## config.mk

```make
export PLATFORM = sky130hd
export DESIGN_NAME = uart_cmd_decoder
export DESIGN_NICKNAME = d
export VERILOG_FILES = /design/src/rtl/uart_cmd_decoder.sv
export SDC_FILE = /design/constraint.sdc
export NUM_CORES = 1
export LEC_CHECK = 0
export ABC_CLOCK_PERIOD_IN_PS = 5600
export CAP_MARGIN = 20
export CELL_PAD_IN_SITES_DETAIL_PLACEMENT = 0
export CELL_PAD_IN_SITES_GLOBAL_PLACEMENT = 2
export CORE_AREA = 2 2 90 101
export DETAILED_ROUTE_END_ITERATION = 10
export DIE_AREA = 0 0 92 103
export GPL_TIMING_DRIVEN = 1
export MAX_ROUTING_LAYER = met4
export PLACE_DENSITY_LB_ADDON = 0.08
export SETUP_SLACK_MARGIN = 0.3
export SKIP_CTS_REPAIR_TIMING = 1
export SYNTH_ARGS = -nofsm -noshare
export SYNTH_HDL_FRONTEND = slang
export SYNTH_SLANG_ARGS = --single-unit
```

## constraint.sdc

```tcl
create_clock -name clk -period 5.6 [get_ports clk]
set_input_delay 1.12 -clock clk [delete_from_list [all_inputs] [get_ports clk]]
set_output_delay 1.12 -clock clk [all_outputs]
set_load 0.1 [all_outputs]
```

## src/rtl/uart_cmd_decoder.sv

```systemverilog
// UART byte-stream command decoder: M / R / S / Pddd<CR|LF>.
// Drives measure strobes, run enable and period register for the SR04 controller.
module uart_cmd_decoder #(
  parameter int PERIOD_W       = 10,
  parameter int DEFAULT_PERIOD = 100,
  parameter int MIN_PERIOD     = 60,
  parameter int TIMEOUT_CYC    = 1_000_000
) (
  input  logic                clk,
  input  logic                rst,
  input  logic [7:0]          rx_data,
  input  logic                rx_done,
  output logic                cmd_measure,
  output logic                run_en,
  output logic [PERIOD_W-1:0] period_ms,
  output logic                period_upd,
  output logic                cmd_err
);

  localparam int TMO_W = (TIMEOUT_CYC > 1) ? $clog2(TIMEOUT_CYC) : 1;
  localparam int ACC_W = PERIOD_W + 4;
  localparam logic [TMO_W-1:0] TMO_LAST = TMO_W'(TIMEOUT_CYC - 1);

  typedef enum logic [1:0] {
    IDLE,
    DIGIT,
    TERM
  } state_t;

  state_t           state;
  logic [ACC_W-1:0] acc;
  logic [1:0]       cnt;
  logic [TMO_W-1:0] tmo;

  logic [7:0]       b;
  logic             is_digit;
  logic             is_eol;
  logic [ACC_W-1:0] acc_next;

  // Case fold: lowercase letters map onto their uppercase codes.
  always_comb begin
    b = rx_data;
    if (rx_data >= 8'h61 && rx_data <= 8'h7A)
      b = rx_data & 8'hDF;
    is_digit = (b >= 8'h30) && (b <= 8'h39);
    is_eol   = (b == 8'h0D) || (b == 8'h0A);
    acc_next = (acc << 3) + (acc << 1) + ACC_W'(b[3:0]);
  end

  always_ff @(posedge clk) begin
    if (!rst) begin
      state       <= IDLE;
      cmd_measure <= 1'b0;
      run_en      <= 1'b0;
      period_ms   <= PERIOD_W'(DEFAULT_PERIOD);
      period_upd  <= 1'b0;
      cmd_err     <= 1'b0;
      acc         <= '0;
      cnt         <= '0;
      tmo         <= '0;
    end else begin
      cmd_measure <= 1'b0;
      period_upd  <= 1'b0;
      cmd_err     <= 1'b0;
      unique case (state)
        IDLE: begin
          if (rx_done) begin
            unique case (1'b1)
              (b == 8'h4D): cmd_measure <= 1'b1;
              (b == 8'h52): run_en <= 1'b1;
              (b == 8'h53): run_en <= 1'b0;
              (b == 8'h50): begin
                acc   <= '0;
                cnt   <= '0;
                tmo   <= '0;
                state <= DIGIT;
              end
              (is_eol || b == 8'h20): ;
              default: cmd_err <= 1'b1;
            endcase
          end
        end
        DIGIT: begin
          if (rx_done) begin
            tmo <= '0;
            if (is_digit) begin
              acc <= acc_next;
              cnt <= cnt + 2'd1;
              if (cnt == 2'd2)
                state <= TERM;
            end else begin
              cmd_err <= 1'b1;
              state   <= IDLE;
            end
          end else if (tmo == TMO_LAST) begin
            cmd_err <= 1'b1;
            tmo     <= '0;
            state   <= IDLE;
          end else begin
            tmo <= tmo + 1'b1;
          end
        end
        TERM: begin
          if (rx_done) begin
            tmo   <= '0;
            state <= IDLE;
            if (is_eol && acc >= ACC_W'(MIN_PERIOD)) begin
              period_ms  <= acc[PERIOD_W-1:0];
              period_upd <= 1'b1;
            end else begin
              cmd_err <= 1'b1;
            end
          end else if (tmo == TMO_LAST) begin
            cmd_err <= 1'b1;
            tmo     <= '0;
            state   <= IDLE;
          end else begin
            tmo <= tmo + 1'b1;
          end
        end
        default: state <= IDLE;
      endcase
    end
  end

endmodule

```

; ---- Yosys cells after proc, flatten, opt, wreduce, memory -nomap -nowiden
; Cells that the tools add are included.
[word_totals]
ramBits = 0
inputBits = 11
ff_bits = 52
latchBits = 0
romBits = 0
mem_count = 0
wordCells = 87
out_inout_bits = 14
[op_classes]
addsub = 4
n_mux = 35
eq_ne = 16
n_bitwise = 0
n_reduce_logical = 18
n_div = 0
shift = 0
n_mul = 0
n_lt_le_gt_ge = 5
[ops]
columns = operator, n
row1 = 20-bit two-way mux, 4
row2 = 14-bit two-way mux, 4
row3 = 20-bit case mux with 2 select lines, 1
row4 = 8-bit by 7-bit == test with 1-bit output (second input constant), 4
row5 = 14-bit case mux with 2 select lines, 1
row6 = 2-bit two-way mux, 11
row7 = 20-bit by 1-bit adder with 20-bit output (second input constant), 1
row8 = 20-bit == test (second input constant), 1
row9 = 3-bit AND reduction, 6
row10 = 8-bit by 4-bit == test with 1-bit output (second input constant), 2
row11 = 14-bit adder, 1
row12 = 14-bit by 4-bit adder with 14-bit output, 1
row13 = 14-bit by 6-bit greater-or-equal comparator with 1-bit output (second input constant), 1
row14 = 1-bit two-way mux, 9
row15 = 8-bit by 6-bit == test with 1-bit output (second input constant), 1
row16 = 8-bit by 6-bit greater-or-equal comparator with 1-bit output (second input constant), 1
row17 = 8-bit by 7-bit greater-or-equal comparator with 1-bit output (second input constant), 1
row18 = 8-bit by 6-bit <= comparator with 1-bit output (second input constant), 1
row19 = 8-bit by 7-bit <= comparator with 1-bit output (second input constant), 1
row20 = 2-bit inequality test (second input constant), 4
row21 = 6-bit two-way mux, 1
row22 = 2-bit case mux with 3 select lines, 1
row23 = 2-bit nonzero test, 3
row24 = 5-bit AND reduction, 1
row25 = 12 further kinds, 16

; ---- Logic depth before layout (Yosys ltp)
[depth]
word_depth = 10
mapped_depth = 10
ltp_nobuf = 10

; ---- Worst setup path after synthesis
; Ideal clock, no wire load.
[synth_timing]
path_type = input-to-reg
from = in rx_data[3]
to = reg acc[12]
required_ns = 5.505
setup_time_ns = 0.095
path_slack_ns = 2.472
path_buffers = 0
t_arrival_ns = 3.033
path_stages = 9
cell_sequence = fa_1 -> inv_1 -> fa_1 -> nor2b_1 -> o211ai_1 -> a21boi_0 -> o41ai_1 -> a211o_1 -> o311ai_1
[synth_between]
elab_chain_len = 7
word_cells_on_any_way = 15
classes_between = add/sub: 1 / order compare: 4 / eq/ne: 3 / mux: 4 / reduce/logical: 3
[synth_rtl]
columns = item, line_no
row1 = from (decl), 11  ; input logic [7:0] rx_data,
row2 = 8-bit by 7-bit greater-or-equal comparator with 1-bit output or 8-bit by 7-bit <= comparator with 1-bit output (tied branches), 43  ; if (rx_data >= 8'h61 && rx_data <= 8'h7A)
row3 = 1-bit logical AND, 43
row4 = 6-bit two-way mux *, 43
row5 = 8-bit by 6-bit greater-or-equal comparator with 1-bit output or 8-bit by 6-bit <= comparator with 1-bit output (tied branches), 45  ; is_digit = (b >= 8'h30) && (b <= 8'h39);
row6 = 1-bit logical AND, 45
row7 = 2-bit inequality test (no line), --
row8 = 5-bit AND reduction (no line), --
row9 = to (signal assigned), 87  ; acc <= acc_next;
row10 = to (decl), 31  ; logic [ACC_W-1:0] acc;
; Mark *: on every way between the ends. The rest lies on a longest branch, timed or not. The select of a mux whose other input is x is not followed.
; A chain may end at the register's enable or synchronous reset.

; ---- Worst setup path in the final report
; Same ends and word-level chain as after synthesis.

==> run metrics <==
Worst Tran Pin Value a little over 1000 ps; Final ANT Viol Nets 0; count of cell types in the netlist 57; post-synth top area cell dfxtp_1; DR vias 2650; fin crit share 0.6497; RSZ-0062 raised after global routing false; Die X 92 um; Commonest cells post-synth 52 x dfxtp_1, 45 x nor2_1, 37 x nand2_1, 28 x ha_1, 22 x nand3_1; first-pass GRT wire length around 12000 um; antenna violations before repair 0; worst relative slew slack 0.3135; cell with the most instances after synthesis dfxtp_1; Post-DP Area 3460 sq um; Routed WL per cell 15.15 um; Mean Syn Cell Area 8.514 sq um; worst-skew pair later-pin latency 300 ps; TritonCTS clock tree done; P per Cell Area 187.1 nW/um^2; multi-input logic area 1983 sq um; largest net degree at the start of global routing 24; CTS H-tree depth 2; startpoint types input pin; Area growth syn-to-layout 13.98%; Die Ht 103 um; post-synthesis net count 409; leak pwr 1.382 nW; Max clock buf depth 2; post-synthesis instance area 3133 sq um; FP Rows 36; Final Non-Filler Cells 503; Fin Setup TNS 0 ps; core footprint around 8600 sq um; dpl hpwl between 5000 and 6000 um; Yosys reg bits 52; Clock transition at path regs 100 ps; share of the synthesized area in the top cell type 0.3323; vias in the first global route around 2500; Fillers 918; Slew Limit Fails 0; ranking of synthesized cells by area dfxtp_1 33%, ha_1 11%, nor2_1 5.4%, xnor2_1 4.5%, nand2_1 4.4%; Diodes inserted 0; total CTS buffers 5; CP endpoint kind flip-flop; nets 429; Syn. warnings 0; initial drt markers 102; crit-path max FO 6; gpl congestion around 0.78; final-report hold violation count 0; Remaining DRCs 0; Boundary Pins 25; EDFF count, synth 0; Worst R2R Path Depth 7; Starting Density 0.3661; Port Buffers 24; min Tclk post-route 3638 ps; via density per instance 5.268; drt first pass iters 4; gr ovfl total 0; Most used DFF post-synth dfxtp_1; Clock Skew 4.635 ps; DRT Wirelength 7622 um; FF/Latch Area 1041 sq um; status finished clean; Sink Count 52; Final Instance Area 3571 sq um; Hold WC Path Type flip-flop to flip-flop; max cap viols 0; share of cells above drive strength 1 0.04113; CTS Root Cell clkbuf_8; kind of critical path input pin to flip-flop; Final Setup Violations 0; number of cells on the worst hold path 2; maximum VDD drop about 0.14 mV; fmax between 200 and 300 MHz; sequential area share after synthesis 0.3323; total die area 9476 sq um; worst endpoint required time 5810 ps; ys async rst share 0; synthesized instance count 368; Core Util, Final 0.4173; Worst Path Arrival roughly 3900 ps; Total GRT Usage 0.1710; placed instance count between 400 and 500
layout by cell type (no fill, tap or decap), types with 2 or more instances in the layout:
cell | Yosys | layout
dfxtp_1 | 52 | 52
nor2_1 | 45 | 45
nand2_1 | 37 | 37
ha_1 | 28 | 28
clkdlybuf4s50_1 | 0 | 24
nand3_1 | 22 | 22
a21oi_1 | 21 | 21
xnor2_1 | 16 | 16
o21ai_0 | 15 | 15
inv_1 | 14 | 14
xor2_1 | 12 | 12
mux2i_1 | 10 | 10
nand4_1 | 9 | 9
nor3_1 | 9 | 9
nand2b_1 | 6 | 6
and3_1 | 5 | 5
clkbuf_8 | 0 | 5
nor4_1 | 4 | 4
nor2b_1 | 4 | 4
a211oi_1 | 3 | 3
a22oi_1 | 2 | 2
o211ai_1 | 2 | 2
a21o_1 | 2 | 2
a32o_1 | 2 | 2
o21a_1 | 2 | 2
o21ai_1 | 2 | 2
nand3b_1 | 2 | 2
and4_1 | 2 | 2
nor4b_1 | 2 | 2
fa_1 | 2 | 2
final cells by class:
type	count	share of cell area
flip-flops and latches	52	0.2915
well taps	114	0.03994
repair buffers	24	0.06727
multi-input cells	291	0.5554
clock inverters	3	0.01191
inverters	14	0.01472
clock buffers	5	0.01927
through the flow:
step / hold WS (ps) / setup WS [ps] / power (mW)
final: 466.2 / 1962 / 0.6682
after global routing: 505.7 / 1833 / 0.7002
after CTS: 470.0 / 1960 / 0.6851
after detailed placement: 454.1 / 1639 / 0.4154
after global placement: 442.5 / 1677 / 0.4156
after floorplan: 435.6 / 2472 / 0.3977
where the power goes:
part	internal, mW	total [mW]	switching, mW	leakage (nW)
combinational	0.0122	0.0363	0.0241	0.909
clock	0.132	0.262	0.129	0.0541
sequential	0.370	0.370	0.000185	0.419
total	0.515	0.668	0.154	1.38
registers in the layout, indices dropped and copies added, names as in the netlist:
signal and count:
acc 14, tmo 20, period_upd 1, state 2, cmd_measure 1, run_en 1, cmd_err 1, period_ms 10
cnt 2
cells by family (layout without fill, tap and decap cells):
kind of cell / Yosys count / in the layout / synth area share
DFF: 52 / 52 / 0.3323
adders and majority gates: 30 / 30 / 0.1246
muxes: 10 / 10 / 0.03195
and+or+nand+nor: 159 / 159 / 0.2624
buffers and inverters: 25 / 46 / 0.03474
xor gates and xnor gates: 28 / 28 / 0.07827
AOI/OAI and AO/OA: 64 / 64 / 0.1358
critical path, cell delays in order:
cell and delay, ps:
clkdlybuf4s50_1 560, fa_1 620, inv_1 60, fa_1 450, nor2b_1 150, o211ai_1 90, a21boi_0 280, o41ai_1 150
a211o_1 280, o311ai_1 80
layer usage:
metal | share of wire | wire [um] | global-route usage | vias to the layer above
li1 | - | - | - | 1352
met1 | 0.46 | 3527 | 0.2002 | 1263
met2 | 0.50 | 3846 | 0.3111 | 29
met3 | 0.025 | 189 | 0.02705 | 6
met4 | 0.0076 | 58 | 0.03789 | 0
met5 | 0 | 0 | - | -
worst paths after layout:
kind / slack [ps] / from / to
worst min register to register: 470 / cnt[0] / cnt[0]
worst min-delay path: 470 / cnt[0] / cnt[0]
worst max register to register: 2720 / state[1] / acc[12]
worst max-delay path: 1960 / rx_data[3] / acc[12]
Power figures use the tool's default switching activity.
